===== config.mk =====
export PLATFORM = sky130hd
export DESIGN_NAME = multiplicador_seq_flat
export DESIGN_NICKNAME = d
export VERILOG_FILES = /design/src/rtl/multiplicador_seq_if.sv /design/src/rtl/multiplicador_seq.sv /design/src/flat_wrapper.sv
export SDC_FILE = /design/constraint.sdc
export NUM_CORES = 1
export LEC_CHECK = 0
export BUFFER_PORTS_ARGS = -buffer_cell sky130_fd_sc_hd__buf_4
export CORE_MARGIN = 2
export CORE_UTILIZATION = 54
export CTS_CLUSTER_DIAMETER = 30
export DETAILED_ROUTE_END_ITERATION = 16
export PLACE_DENSITY = 0.83
export SLEW_MARGIN = 20
export SYNTH_ARGS = -nofsm -noshare
export SYNTH_HDL_FRONTEND = slang
export SYNTH_SLANG_ARGS = --single-unit

===== constraint.sdc =====
create_clock -name clk_i -period 4 [get_ports clk_i]
set_input_delay 1 -clock clk_i [delete_from_list [all_inputs] [get_ports clk_i]]
set_output_delay 1 -clock clk_i [all_outputs]
set_load 0.05 [all_outputs]

===== src/rtl/multiplicador_seq_if.sv =====
// Bundle of the three handshakes around the operand sequencer:
// operand stream in, multiplier start/done + operands/product, product stream out.
interface multiplicador_seq_if #(
    parameter int N = 4
);
    // Operand stream (valid/ready)
    logic           in_valid;
    logic           in_ready;
    logic [N-1:0]   in_a;
    logic [N-1:0]   in_b;

    // Multiplier control unit / datapath (four-phase start/done)
    logic           mul_start;
    logic           mul_done;
    logic [N-1:0]   mul_a;
    logic [N-1:0]   mul_b;
    logic [2*N-1:0] mul_p;

    // Product stream (valid/ready)
    logic           out_valid;
    logic           out_ready;
    logic [2*N-1:0] out_p;

    // Sequencer side
    modport slave (
        input  in_valid, in_a, in_b, mul_done, mul_p, out_ready,
        output in_ready, mul_start, mul_a, mul_b, out_valid, out_p
    );

    // Environment side: operand source, multiplier and consumer
    modport master (
        output in_valid, in_a, in_b, mul_done, mul_p, out_ready,
        input  in_ready, mul_start, mul_a, mul_b, out_valid, out_p
    );
endinterface


===== src/rtl/multiplicador_seq.sv =====
// Operand sequencer for a shift-add multiplier: accepts operand pairs,
// runs the start/done four-phase handshake and queues products in a
// 2-entry FIFO so a stalled consumer never loses a result.
module multiplicador_seq #(
    parameter int N = 4
) (
    input  logic               clk_i,
    input  logic               rst_n_i,
    multiplicador_seq_if.slave bus,
    output logic               busy_o,
    output logic [7:0]         ops_cnt_o
);
    typedef enum logic [1:0] {
        IDLE    = 2'd0,
        RUN     = 2'd1,
        RELEASE = 2'd2
    } state_t;

    state_t         state_q;
    state_t         state_d;
    logic           mul_start_q;
    logic [N-1:0]   mul_a_q;
    logic [N-1:0]   mul_b_q;
    logic [2*N-1:0] fifo_mem_q [2];
    logic           head_q;
    logic           tail_q;
    logic [1:0]     count_q;
    logic [1:0]     count_d;
    logic [7:0]     ops_cnt_q;

    logic           in_ready;
    logic           accept;
    logic           push;
    logic           pop;

    // A FIFO slot is reserved at accept time, so only accept with room left.
    // The registered count is used, so a same-cycle pop does not help.
    assign in_ready = (state_q == IDLE) && (count_q < 2'd2);
    assign pop      = (count_q != 2'd0) && bus.out_ready;

    // Next-state decode: accept in IDLE, capture on done in RUN,
    // wait for done to fall in RELEASE to close the four-phase handshake.
    always_comb begin
        state_d = state_q;
        accept  = 1'b0;
        push    = 1'b0;
        case (state_q)
            IDLE: begin
                if (bus.in_valid && in_ready) begin
                    accept  = 1'b1;
                    state_d = RUN;
                end
            end
            RUN: begin
                if (bus.mul_done) begin
                    push    = 1'b1;
                    state_d = RELEASE;
                end
            end
            RELEASE: begin
                if (!bus.mul_done) begin
                    state_d = IDLE;
                end
            end
            default: begin
                state_d = IDLE;
            end
        endcase
    end

    // State register; start is a registered decode so it is glitch-free
    // and drops the cycle after done is captured.
    always_ff @(posedge clk_i or negedge rst_n_i) begin
        if (!rst_n_i) begin
            state_q     <= IDLE;
            mul_start_q <= 1'b0;
        end else begin
            state_q     <= state_d;
            mul_start_q <= (state_d == RUN);
        end
    end

    // Operand latch: held from one accept to the next, including idle time.
    always_ff @(posedge clk_i or negedge rst_n_i) begin
        if (!rst_n_i) begin
            mul_a_q <= '0;
            mul_b_q <= '0;
        end else if (accept) begin
            mul_a_q <= bus.in_a;
            mul_b_q <= bus.in_b;
        end
    end

    // FIFO storage, one register per entry written when the tail points at it.
    for (genvar gi = 0; gi < 2; gi++) begin : g_fifo
        always_ff @(posedge clk_i or negedge rst_n_i) begin
            if (!rst_n_i) begin
                fifo_mem_q[gi] <= '0;
            end else if (push && (tail_q == 1'(gi))) begin
                fifo_mem_q[gi] <= bus.mul_p;
            end
        end
    end

    // Occupancy: simultaneous push and pop leave the count unchanged.
    always_comb begin
        count_d = count_q;
        case ({push, pop})
            2'b10:   count_d = count_q + 2'd1;
            2'b01:   count_d = count_q - 2'd1;
            default: count_d = count_q;
        endcase
    end

    // FIFO pointers, occupancy and the product counter (wraps silently).
    always_ff @(posedge clk_i or negedge rst_n_i) begin
        if (!rst_n_i) begin
            head_q    <= 1'b0;
            tail_q    <= 1'b0;
            count_q   <= 2'd0;
            ops_cnt_q <= 8'd0;
        end else begin
            count_q <= count_d;
            if (push) begin
                tail_q    <= ~tail_q;
                ops_cnt_q <= ops_cnt_q + 8'd1;
            end
            if (pop) begin
                head_q <= ~head_q;
            end
        end
    end

    assign bus.in_ready  = in_ready;
    assign bus.mul_start = mul_start_q;
    assign bus.mul_a     = mul_a_q;
    assign bus.mul_b     = mul_b_q;
    assign bus.out_valid = (count_q != 2'd0);
    assign bus.out_p     = fifo_mem_q[head_q];
    assign busy_o        = (state_q != IDLE);
    assign ops_cnt_o     = ops_cnt_q;
endmodule


===== src/flat_wrapper.sv =====
// flat-port wrapper written by rule: the top's interface ports become plain ports
module multiplicador_seq_flat 
#(
    parameter int N = 4
)
  (clk_i, rst_n_i, busy_o, ops_cnt_o, bus_in_valid, bus_in_a, bus_in_b, bus_mul_done, bus_mul_p, bus_out_ready, bus_in_ready, bus_mul_start, bus_mul_a, bus_mul_b, bus_out_valid, bus_out_p);
  multiplicador_seq_if #(.N(N)) bus_i ();
  input  logic clk_i;
  input  logic rst_n_i;
  output logic busy_o;
  output logic [7:0] ops_cnt_o;
  input wire logic [$bits(bus_i.in_valid)-1:0] bus_in_valid;
  input wire logic [$bits(bus_i.in_a)-1:0] bus_in_a;
  input wire logic [$bits(bus_i.in_b)-1:0] bus_in_b;
  input wire logic [$bits(bus_i.mul_done)-1:0] bus_mul_done;
  input wire logic [$bits(bus_i.mul_p)-1:0] bus_mul_p;
  input wire logic [$bits(bus_i.out_ready)-1:0] bus_out_ready;
  output wire logic [$bits(bus_i.in_ready)-1:0] bus_in_ready;
  output wire logic [$bits(bus_i.mul_start)-1:0] bus_mul_start;
  output wire logic [$bits(bus_i.mul_a)-1:0] bus_mul_a;
  output wire logic [$bits(bus_i.mul_b)-1:0] bus_mul_b;
  output wire logic [$bits(bus_i.out_valid)-1:0] bus_out_valid;
  output wire logic [$bits(bus_i.out_p)-1:0] bus_out_p;
  assign bus_i.in_valid = bus_in_valid;
  assign bus_i.in_a = bus_in_a;
  assign bus_i.in_b = bus_in_b;
  assign bus_i.mul_done = bus_mul_done;
  assign bus_i.mul_p = bus_mul_p;
  assign bus_i.out_ready = bus_out_ready;
  assign bus_in_ready = bus_i.in_ready;
  assign bus_mul_start = bus_i.mul_start;
  assign bus_mul_a = bus_i.mul_a;
  assign bus_mul_b = bus_i.mul_b;
  assign bus_out_valid = bus_i.out_valid;
  assign bus_out_p = bus_i.out_p;
  multiplicador_seq #(.N(N)) u_core (.clk_i(clk_i), .rst_n_i(rst_n_i), .bus(bus_i), .busy_o(busy_o), .ops_cnt_o(ops_cnt_o));
endmodule

# Word-level counts from Yosys, hierarchy flattened
# Index checks and enable logic that the tools add are counted.
totals:
  register_bits: 39
  latchBits: 0
  ramBits: 0
  mem_bits_ro: 0
  output_inout_bits: 28
  word_cells: 44
  mem_count: 0
classes:
  addsub: 3
  multipliers: 0
  n_div: 0
  order_cmp: 2
  eq_ne: 5
  shifts: 0
  muxes: 12
  bitwise: 3
  n_reduce_logical: 9
op_table:
  columns: ["op", "count"]
  rows:
  - ["two-way mux 8 bit", 3]
  - ["adder 8 x 1 -> 8 bit (second input constant)", 1]
  - ["== test 2 x 1 -> 1 bit (second input constant)", 3]
  - ["two-way mux 2 bit", 3]
  - ["one-hot mux 2 bit (3 select lines)", 1]
  - ["nonzero test 2 bit", 3]
  - ["logical AND 1 bit", 5]
  - ["== test 2 bit (second input constant)", 2]
  - ["two-way mux 1 bit", 4]
  - ["one-hot mux 2 bit (2 select lines)", 1]
  - ["adder 2 x 1 -> 2 bit (second input constant)", 1]
  - [">= comparator 2 bit (second input constant)", 1]
  - ["logical NOT 2 bit", 1]
  - ["less-than comparator 2 bit (second input constant)", 1]
  - ["inverter 1 bit", 2]
  - ["inverter 1 -> 2 bit", 1]
  - ["subtractor 2 x 1 -> 2 bit (second input constant)", 1]

# Longest topological paths before layout
# Gate-level depths: netlist of run 1.
logic_depth:
  word_depth: 6
  depth_mapped: 6
  depth_no_buf: 6

# Worst setup path before layout of run 1
# No wires, ideal clock.
synth_path:
  path_kind: "reg2out"
  start: "register u_core.state_q[1]"
  end: "output bus_in_ready"
  arrival_ps: 1608
  t_required_ps: 3000
  path_slack_ps: 1392
  stages_incl_launch_ff: 4
  n_path_buf: 1
  path_cell_list: "dfrtp_1 buf_6 or2_2 nor2_1"
synth_via:
  elab_chain_len: 2
synth_rtl:
  columns: ["element", "line", "text"]
  rows:
  - ["start, declared", "multiplicador_seq.sv:19", "state_t state_q;"]
  - ["start signal, assigned", "multiplicador_seq.sv:78", "state_q <= state_d;"]
  - ["logical NOT 2 bit", "multiplicador_seq.sv:38", "assign in_ready = (state_q == IDLE) && (count_q < 2'd2);"]
  - ["logical AND 1 bit", "multiplicador_seq.sv:38", null]
  - ["end, declared", "flat_wrapper.sv:18", "output wire logic [$bits(bus_i.in_ready)-1:0] bus_in_ready;"]
# No other way between the ends.

# Worst setup path in the final report of run 1
layout_path:
  start: "register u_core.state_q[0]"
  end: "output bus_in_ready"
# Same word-level chain as after synthesis.

==> results of run 1 <==
## path summary, 6_finish.rpt
path                                startpoint             endpoint  slack, ps  cells after the start
max                          u_core.state_q[0]         bus_in_ready       1460                      3
max in group asynchronous              rst_n_i  u_core.bus.mul_b[1]       3060                      1
min reg2reg                u_core.ops_cnt_o[7]  u_core.ops_cnt_o[7]        470                      1
min in group asynchronous              rst_n_i  u_core.ops_cnt_o[1]        600                      1
min                        u_core.ops_cnt_o[7]  u_core.ops_cnt_o[7]        470                      1
max reg2reg                  u_core.count_q[1]    u_core.count_q[1]       2320                      5
## layer usage
| metal | up-vias | global-route usage |
|---|---|---|
| met5 | - | 0 |
| met3 | 0 | 0.0736 |
| met2 | 36 | 0.312 |
| met4 | 0 | 0.0571 |
| met1 | 535 | 0.231 |
| li1 | 506 | - |
## cell type report
type,count,area (µm²),share of cell area
timing repair buffer,48,360,0.171
clock inverter,3,15.0,0.00711
multi-input combinational,72,677,0.321
inverter,1,3.75,0.00178
clock buffer,5,37.5,0.0178
sequential,39,976,0.462
tap,33,41.3,0.0196
## state kept, by name (all words and copies together) (netlist names)
register,cells
u_core.fifo_mem_q,16
u_core.bus.mul_b,4
u_core.bus.mul_a,4
u_core.head_q,1
u_core.bus.mul_start,1
u_core.count_q,2
u_core.ops_cnt_o,8
u_core.state_q,2
u_core.tail_q,1
## metrics by stage
step | std cells | setup slack [ps] | hold WS, ps | instance area, µm²
2_1_floorplan | 115 | 1390 | 474 | 1680
3_3_place_gp | 193 | 1860 | 460 | 2060
3_5_place_dp | 193 | 1830 | 464 | 2060
4_1_cts | 201 | 1440 | 479 | 2110
5_1_grt | 201 | 1380 | 529 | 2110
6_report | 201 | 1460 | 471 | 2110
## cells in the mapped netlist
master	number
nor2_2	1
nand3_1	2
ha_1	2
nor2_1	4
mux2_2	33
dfrtp_1	39
inv_1	1
and3_1	1
nand4b_1	1
clkbuf_1	1
buf_6	2
xor2_1	6
nand4_1	2
xnor2_1	7
nand3b_4	1
and2_1	1
nor4b_4	1
a21oi_1	3
nand2_1	1
nand2b_1	1
or2_2	2
and4b_1	1
nor3_1	2
## cell families after synthesis
logic type,after synthesis,share of synthesized area
XOR/XNOR,13,0.0677
adder cells (fa/ha/maj),2,0.0149
AND/OR/NAND/NOR,21,0.0900
buffers and inverters,4,0.0178
multiplexers,33,0.221
flip-flops,39,0.580
AO/OA/AOI/OAI,3,0.00892
==> impl_metrics.env, run 1 <==
export IMPL_postRouteAntennaNets=0
export IMPL_wl_um=2970
export IMPL_max_slew_margin=0.608
export IMPL_required_ps=3000
export IMPL_drt_met1_wl_um=1270
export IMPL_ys_types=23
export IMPL_rsz0062_at_grt="no"
export IMPL_yosysWarnings=0
export IMPL_yosys_area_top_type_share=0.580
export IMPL_fin_setup_tns_ps=0
export IMPL_worstSkewPairLatency_ps=340
export IMPL_htree_levels=2
export IMPL_vias=1077
export IMPL_nNetsFinal=190
export IMPL_vias_per_cell=5.36
export IMPL_cts_tree="done"
export IMPL_fin_worst_skew_ps=7.93
export IMPL_antenna_found_initial=0
export IMPL_final_cell_mix="buf_4 (48), dfrtp_1 (39), mux2_2 (33)"
export IMPL_critical_path_max_stage_delay_ps=540
export IMPL_finalSetupViolations=0
export IMPL_grt_overflow_total=0
export IMPL_synthToLayoutAreaGrowth_pct=25.4
export IMPL_ys_ff_latch=39
export IMPL_grt_pass1_wl_um=4950
export IMPL_io_pin_count=49
export IMPL_hold_viol=0
export IMPL_ys_seq_area_frac=0.580
export IMPL_wl_per_cell_um=14.8
export IMPL_clk_transition_reported_paths_ps=110
export IMPL_arrival_ps=1540
export IMPL_crit_path_max_fanout=10
export IMPL_drc=0
export IMPL_start_util=0.560
export IMPL_drive_gt1_frac=0.560
export IMPL_path_cells="or2_2, nor2_1, buf_4"
export IMPL_worst_path_buf_inv=1
export IMPL_ys_top_cells_by_area="dfrtp_1 (58%), mux2_2 (22%), xnor2_1 (3.6%)"
export IMPL_root_buffer="clkbuf_4"
export IMPL_yosysTopAreaCell="dfrtp_1"
export IMPL_fillers=216
export IMPL_wl_met3_um=162
export IMPL_rows=20
export IMPL_cts_sinks=39
export IMPL_syn_nets=138
export IMPL_status="completed"
export IMPL_worstSetupStartpointType="flop"
export IMPL_hold_class="flop to flop"
export IMPL_drt_iter0_drc=23
export IMPL_top_layer="met3"
export IMPL_worstMarginPinSlew_ps=586
export IMPL_globalplace_congestion=0.712
export IMPL_min_period_ps=2540
export IMPL_synth_area_per_cell_um2=14.6
export IMPL_synthCells=115
export IMPL_grt_max_degree=40
export IMPL_crit_type="flop to output port"
export IMPL_design_core_area_um2=3000
export IMPL_grtUsageTotal=0.190
export IMPL_max_freq_mhz=393
export IMPL_period_share=0.635
export IMPL_path_delay_family="flip-flops"
export IMPL_drv_slew=0
export IMPL_end_kind="output port"
export IMPL_dpl_hpwl_um=2200
export IMPL_dr_wl_met2_um=1540
export IMPL_final_common_cell="buf_4"
export IMPL_cts_inserted_buffers=5
export IMPL_dieArea_um2=3580
export IMPL_post_cts_repair_setup_buffers=0
export IMPL_drv_cap=0
export IMPL_io_buffers=48
export IMPL_crit_path_top_delay_cell="dfrtp_1"
export IMPL_dr_pass1_iters=4
export IMPL_cts_resized=0
export IMPL_final_util=0.703
export IMPL_diodes=0
export IMPL_die_w_um=59.8
export IMPL_holdBufCountCts=0
export IMPL_die_h_um=59.8
export IMPL_cts_max_path_buffers=2
export IMPL_syn_area_um2=1680
export IMPL_grt_pass1_vias=1135
Power of run 1 is left out: the tool's default activity adds up to more than one toggle a clock period on the data nets, which glitch-free logic cannot reach.
==> run 2, diff against run 1 <==
- ABC_AREA: not set -> 1
- CORE_UTILIZATION: 54 -> 46
- PLACE_DENSITY: 0.83 -> 0.75
- clock period: 4 -> 2.1 ns (I/O delays scaled with it)
==> impl_metrics.env, run 2 <==
export IMPL_status="completed"
export IMPL_period_share=0.858
export IMPL_synth_compound_area_frac=0.0714
export IMPL_finalInstanceArea_um2=2250
export IMPL_vias=1388
export IMPL_final_common_cell="nand2_1"
export IMPL_htree_levels=2
export IMPL_fin_setup_tns_ps=0
export IMPL_die_h_um=65.7
export IMPL_worstSetupStartpointType="flop"
export IMPL_grt_overflow_total=0
export IMPL_dpl_worst_slack_ps=395
export IMPL_internal_power_mw=2.06
export IMPL_finalSetupViolations=0
export IMPL_peakVddDrop_mv=1.08
export IMPL_fin_worst_skew_ps=5.27
export IMPL_wl_um=3250
export IMPL_dr_pass1_iters=4
export IMPL_holdBufCountCts=0
export IMPL_dieArea_um2=4320
export IMPL_drt_iter0_drc=82
export IMPL_synthToLayoutAreaGrowth_pct=28.4
export IMPL_p_leak_nw=1.23
export IMPL_hold_viol=0
export IMPL_drv_slew=0
export IMPL_end_kind="output port"
export IMPL_hold_class="primary input to async pin"
export IMPL_drc=0
export IMPL_antenna_found_initial=0
export IMPL_synthCells=196
export IMPL_rsz0062_at_grt="no"
export IMPL_root_buffer="clkbuf_8"
export IMPL_rr_worst_depth=7
export IMPL_multi_input_area_um2=667
export IMPL_io_pin_count=49
export IMPL_p_per_area_nw_per_um2=1800
export IMPL_final_cell_mix="nand2_1 (80), buf_4 (51), dfrtp_1 (39)"
export IMPL_syn_area_um2=1750
export IMPL_netlist_top_cells_count="nand2_1 (80), dfrtp_1 (39), inv_1 (16)"
export IMPL_diodes=0
export IMPL_wl_per_cell_um=10.9
export IMPL_grt_pass1_vias=1409
export IMPL_yosysWarnings=0
export IMPL_grt_max_degree=40
export IMPL_ys_types=24
export IMPL_reg2reg_from="u_core.count_q[1]"
export IMPL_drv_cap=0
export IMPL_drive_gt1_frac=0.288
export IMPL_seqPwrFrac=0.324
export IMPL_nNetsFinal=272
export IMPL_cts_inserted_buffers=5
export IMPL_fillers=335
export IMPL_cts_tree="done"
export IMPL_max_freq_mhz=555
export IMPL_hold_ws_ps=197
export IMPL_syn_nets=219
export IMPL_design_core_area_um2=3660
export IMPL_synth_edf_count=0
export IMPL_start_util=0.478
export IMPL_switching_power_mw=1.99
export IMPL_worstSkewPairLatency_ps=290
export IMPL_arrival_ps=1280
export IMPL_cts_sinks=39
export IMPL_regArea_um2=976
export IMPL_grtUsageTotal=0.183
export IMPL_crit_type="flop to output port"
export IMPL_clkPwrFrac=0.133
export IMPL_switching_share=0.491
export IMPL_placed_cells=290
export IMPL_cts_resized=0
export IMPL_async_flop_share=1.00
export IMPL_total_power_mw=4.05
export IMPL_synth_simple_area_share=0.260
export IMPL_dpl_hpwl_um=2340
export IMPL_io_buffers=48
export IMPL_max_slew_margin=0.687
export IMPL_clk_transition_reported_paths_ps=70
export IMPL_cts_max_path_buffers=2
export IMPL_final_util=0.614
export IMPL_final_instance_count_excl_fill=298
export IMPL_synthAdderAreaFrac=0.0143
export IMPL_r2r_slack_ps=400
export IMPL_rows=22
export IMPL_yosys_area_top_type_share=0.557
export IMPL_worst_slack_ps=297
export IMPL_synth_xor_area_frac=0.0350
export IMPL_post_cts_repair_setup_buffers=0
export IMPL_postRouteAntennaNets=0
export IMPL_r2r_end="u_core.count_q[1]"
export IMPL_synth_area_per_cell_um2=8.94
export IMPL_yosysTopAreaCell="dfrtp_1"
export IMPL_synth_top_family_by_area="simple AND/OR/NAND/NOR gates"
export IMPL_largest_reg_flops=16
export IMPL_globalplace_congestion=0.711
export IMPL_ys_top_cells_by_area="dfrtp_1 (56%), nand2_1 (17%), o21ai_2 (4.0%)"
export IMPL_grt_pass1_wl_um=5900
export IMPL_synthMuxAreaShare=0
export IMPL_required_ps=1570
export IMPL_largest_register="u_core.fifo_mem_q"
export IMPL_ys_seq_area_frac=0.557
export IMPL_pwr_share_comb=0.543
export IMPL_synthFlopType="dfrtp_1"
export IMPL_worstMarginPinSlew_ps=469
export IMPL_die_w_um=65.7
export IMPL_crit_path_max_fanout=9
export IMPL_ys_ff_latch=39
export IMPL_yosysMostFrequentCell="nand2_1"
export IMPL_min_period_ps=1800
export IMPL_placed_area_um2=2150
export IMPL_vias_per_cell=4.66
## run 2: changes by cell type after synthesis, moves of 3 or more
cell     change
inv_1       +15
mux2_2      -33
nand2_1     +79
nand2_2      +3
nand3_1     +10
o21ai_0      +8
o21ai_2      +8
xnor2_1      -4
## run 2: routing by layer
metal | wire [µm] | global-route usage
met1 | 1370 | 0.215
met2 | 1630 | 0.312
met3 | 172 | 0.0514
met4 | 78 | 0.0807
met5 | 0 | 0
## run 2: logic make-up after synthesis
group,Yosys count
flip-flops,39
buffers and inverters,22
XOR/XNOR,7
AO/OA/AOI/OAI,19
AND/OR/NAND/NOR,107
adder cells (fa/ha/maj),2
## run 2: worst max-delay path by stage
stage          depth (start not counted)  slack, ps         startpoint                 to
2_1_floorplan                          3        180  u_core.state_q[0]       bus_in_ready
3_5_place_dp                           7        390  u_core.count_q[1]  u_core.count_q[1]
5_1_grt                                4        180      u_core.head_q       bus_out_p[5]
4_1_cts                                4        270      u_core.head_q       bus_out_p[6]
3_3_place_gp                           7        500  u_core.count_q[1]  u_core.count_q[1]
6_report                               4        300      u_core.head_q       bus_out_p[6]
## run 2: cell type report
| class | count | area share |
|---|---|---|
| Clock buffer | 8 | 0.0445 |
| Inverter | 17 | 0.0284 |
| Multi-Input combinational cell | 135 | 0.296 |
| Timing Repair Buffer | 51 | 0.170 |
| Sequential cell | 39 | 0.434 |
| Tap cell | 48 | 0.0267 |
## run 2: power groups by stage
stage / registers (mW) / clock network, mW / logic (mW)
final: 1.31 / 0.536 / 2.20
after CTS: 1.31 / 0.555 / 2.23
after detailed placement: 1.32 / 0 / 2.22
after floorplan: 1.70 / 0 / 1.19
after global placement: 1.30 / 0 / 2.19
after global routing: 1.36 / 0.597 / 2.39
## run 2: worst max-delay path: stages (launching register included)
cell	delay [ps]
dfrtp_1	350
clkinv_1	250
nand2_1	140
nand2_1	70
buf_4	190
Power figures use the tool's default switching activity.
==> run 3, diff against run 2 <==
- CTS_BUF_LIST: not set -> sky130_fd_sc_hd__clkbuf_16
==> impl_metrics.env, run 3 (synthesized netlist as in run 2, its figures left out) <==
export IMPL_status="completed"
export IMPL_placed_area_um2=2150
export IMPL_antenna_found_initial=0
export IMPL_io_buffers=48
export IMPL_drc=0
export IMPL_cts_max_path_buffers=2
export IMPL_finalInstanceArea_um2=2290
export IMPL_internal_power_mw=2.19
export IMPL_end_kind="output port"
export IMPL_wl_um=3310
export IMPL_fin_worst_skew_ps=3.64
export IMPL_worstSkewPairLatency_ps=270
export IMPL_grt_use_met3=0.0616
export IMPL_finalSetupViolations=0
export IMPL_largest_register="u_core.fifo_mem_q"
export IMPL_die_h_um=65.7
export IMPL_crit_path_top_delay_cell="dfrtp_1"
export IMPL_p_per_area_nw_per_um2=1840
export IMPL_design_core_area_um2=3660
export IMPL_switching_share=0.479
export IMPL_holdBufCountCts=0
export IMPL_worst_path_buf_inv=2
export IMPL_critical_path_max_stage_delay_ps=340
export IMPL_postRouteAntennaNets=0
export IMPL_required_ps=1570
export IMPL_dr_pass1_iters=4
export IMPL_final_common_cell="nand2_1"
export IMPL_vias=1390
export IMPL_clk_transition_reported_paths_ps=50
export IMPL_global_route_usage_met2=0.311
export IMPL_p_leak_nw=1.25
export IMPL_synthToLayoutAreaGrowth_pct=30.5
export IMPL_fin_setup_tns_ps=0
export IMPL_largest_reg_flops=16
export IMPL_pwr_share_comb=0.525
export IMPL_period_share=0.850
export IMPL_top_usage_layer="met2"
export IMPL_drt_iter0_drc=77
export IMPL_io_pin_count=49
export IMPL_wl_per_cell_um=11.1
export IMPL_grt_pass1_wl_um=5870
export IMPL_post_cts_repair_setup_buffers=0
export IMPL_arrival_ps=1260
export IMPL_cpMostUsedCell="nand2_1"
export IMPL_drive_gt1_frac=0.280
export IMPL_dieArea_um2=4320
export IMPL_crit_type="flop to output port"
export IMPL_use_met1=0.216
export IMPL_grt_pass1_vias=1372
export IMPL_globalplace_congestion=0.711
export IMPL_root_buffer="clkbuf_16"
export IMPL_htree_levels=2
export IMPL_peakVddDrop_mv=1.15
export IMPL_path_delay_family="buffers and inverters"
export IMPL_clkPwrFrac=0.163
export IMPL_grt_max_degree=40
export IMPL_cts_resized=0
export IMPL_vias_per_cell=4.66
export IMPL_die_w_um=65.7
export IMPL_cts_tree="done"
export IMPL_cts_sinks=39
export IMPL_max_slew_margin=0.682
export IMPL_hold_viol=0
export IMPL_worstMarginPinSlew_ps=478
export IMPL_seqPwrFrac=0.312
export IMPL_nNetsFinal=272
export IMPL_grt_overflow_total=0
export IMPL_start_util=0.478
export IMPL_hold_class="primary input to async pin"
export IMPL_worstSetupStartpointType="flop"
export IMPL_rsz0062_at_grt="no"
export IMPL_dpl_hpwl_um=2340
export IMPL_final_cell_mix="nand2_1 (80), buf_4 (51), dfrtp_1 (39)"
export IMPL_rows=22
export IMPL_switching_power_mw=2.01
export IMPL_crit_path_max_fanout=9
export IMPL_grtUsageTotal=0.186
export IMPL_diodes=0
export IMPL_drv_slew=0
export IMPL_cts_inserted_buffers=5
export IMPL_path_cells="clkinv_1, nand2_1, nand2_1, buf_4"
export IMPL_drv_cap=0
export IMPL_max_freq_mhz=560
export IMPL_min_period_ps=1790
## run 3: cell types whose count changed in the layout (fill, tap and decap cells not counted), sizes merged
cell,before,now
clkinv,1,3
clkbuf,8,5
inv,16,17
## run 3: layout make-up
type / count / area (µm²)
sequential: 39 / 976
fill: 326 / 1380
multi-input combinational: 135 / 667
timing repair buffer: 51 / 383
tap: 48 / 60.1
clock buffer: 5 / 125
inverter: 17 / 63.8
clock inverter: 3 / 11.3
## run 3: metal layers
| layer | wire [µm] | part of all wire |
|---|---|---|
| met5 | 0 | 0 |
| met4 | 61 | 0.018 |
| met3 | 137 | 0.041 |
| met2 | 1680 | 0.51 |
| met1 | 1440 | 0.43 |
## run 3: worst register-to-register path, cell delays in order (launching register included)
cell	delay (ps)
dfrtp_1	420
or2_2	320
nand2_1	100
inv_1	60
ha_1	320
a21oi_1	120
o21ai_0	120
xnor2_1	140
## run 3: through the flow
stage          worst slack, ps  total power, mW  hold WS [ps]  utilization  instances
6_report                   314             4.20           204        0.624        298
5_1_grt                    200             4.50           245        0.624        298
4_1_cts                    289             4.25           225        0.624        298
3_5_place_dp               395             3.54           459        0.587        290
3_3_place_gp               496             3.50           455        0.587        290
2_1_floorplan              183             2.89           229            -        196
## run 3: power groups by stage
| stage | sequential (mW) | combinational [mW] | clock [mW] |
|---|---|---|---|
| 6_report | 1.31 | 2.21 | 0.683 |
| 5_1_grt | 1.36 | 2.38 | 0.753 |
| 4_1_cts | 1.31 | 2.23 | 0.702 |
| 3_5_place_dp | 1.32 | 2.22 | 0 |
| 3_3_place_gp | 1.30 | 2.19 | 0 |
| 2_1_floorplan | 1.70 | 1.19 | 0 |
## run 3: path summary, 6_finish.rpt
path / from / depth (start not counted) / to / slack, ps
min reg2reg: u_core.bus.mul_a[3] / 2 / u_core.bus.mul_a[3] / 470
max in group asynchronous: rst_n_i / 1 / u_core.fifo_mem_q[4] / 1550
min: rst_n_i / 1 / u_core.bus.mul_a[0] / 200
max: u_core.head_q / 4 / bus_out_p[4] / 310
min in group clk_i: u_core.bus.mul_a[3] / 2 / u_core.bus.mul_a[3] / 470
max reg2reg: u_core.count_q[1] / 7 / u_core.count_q[1] / 380
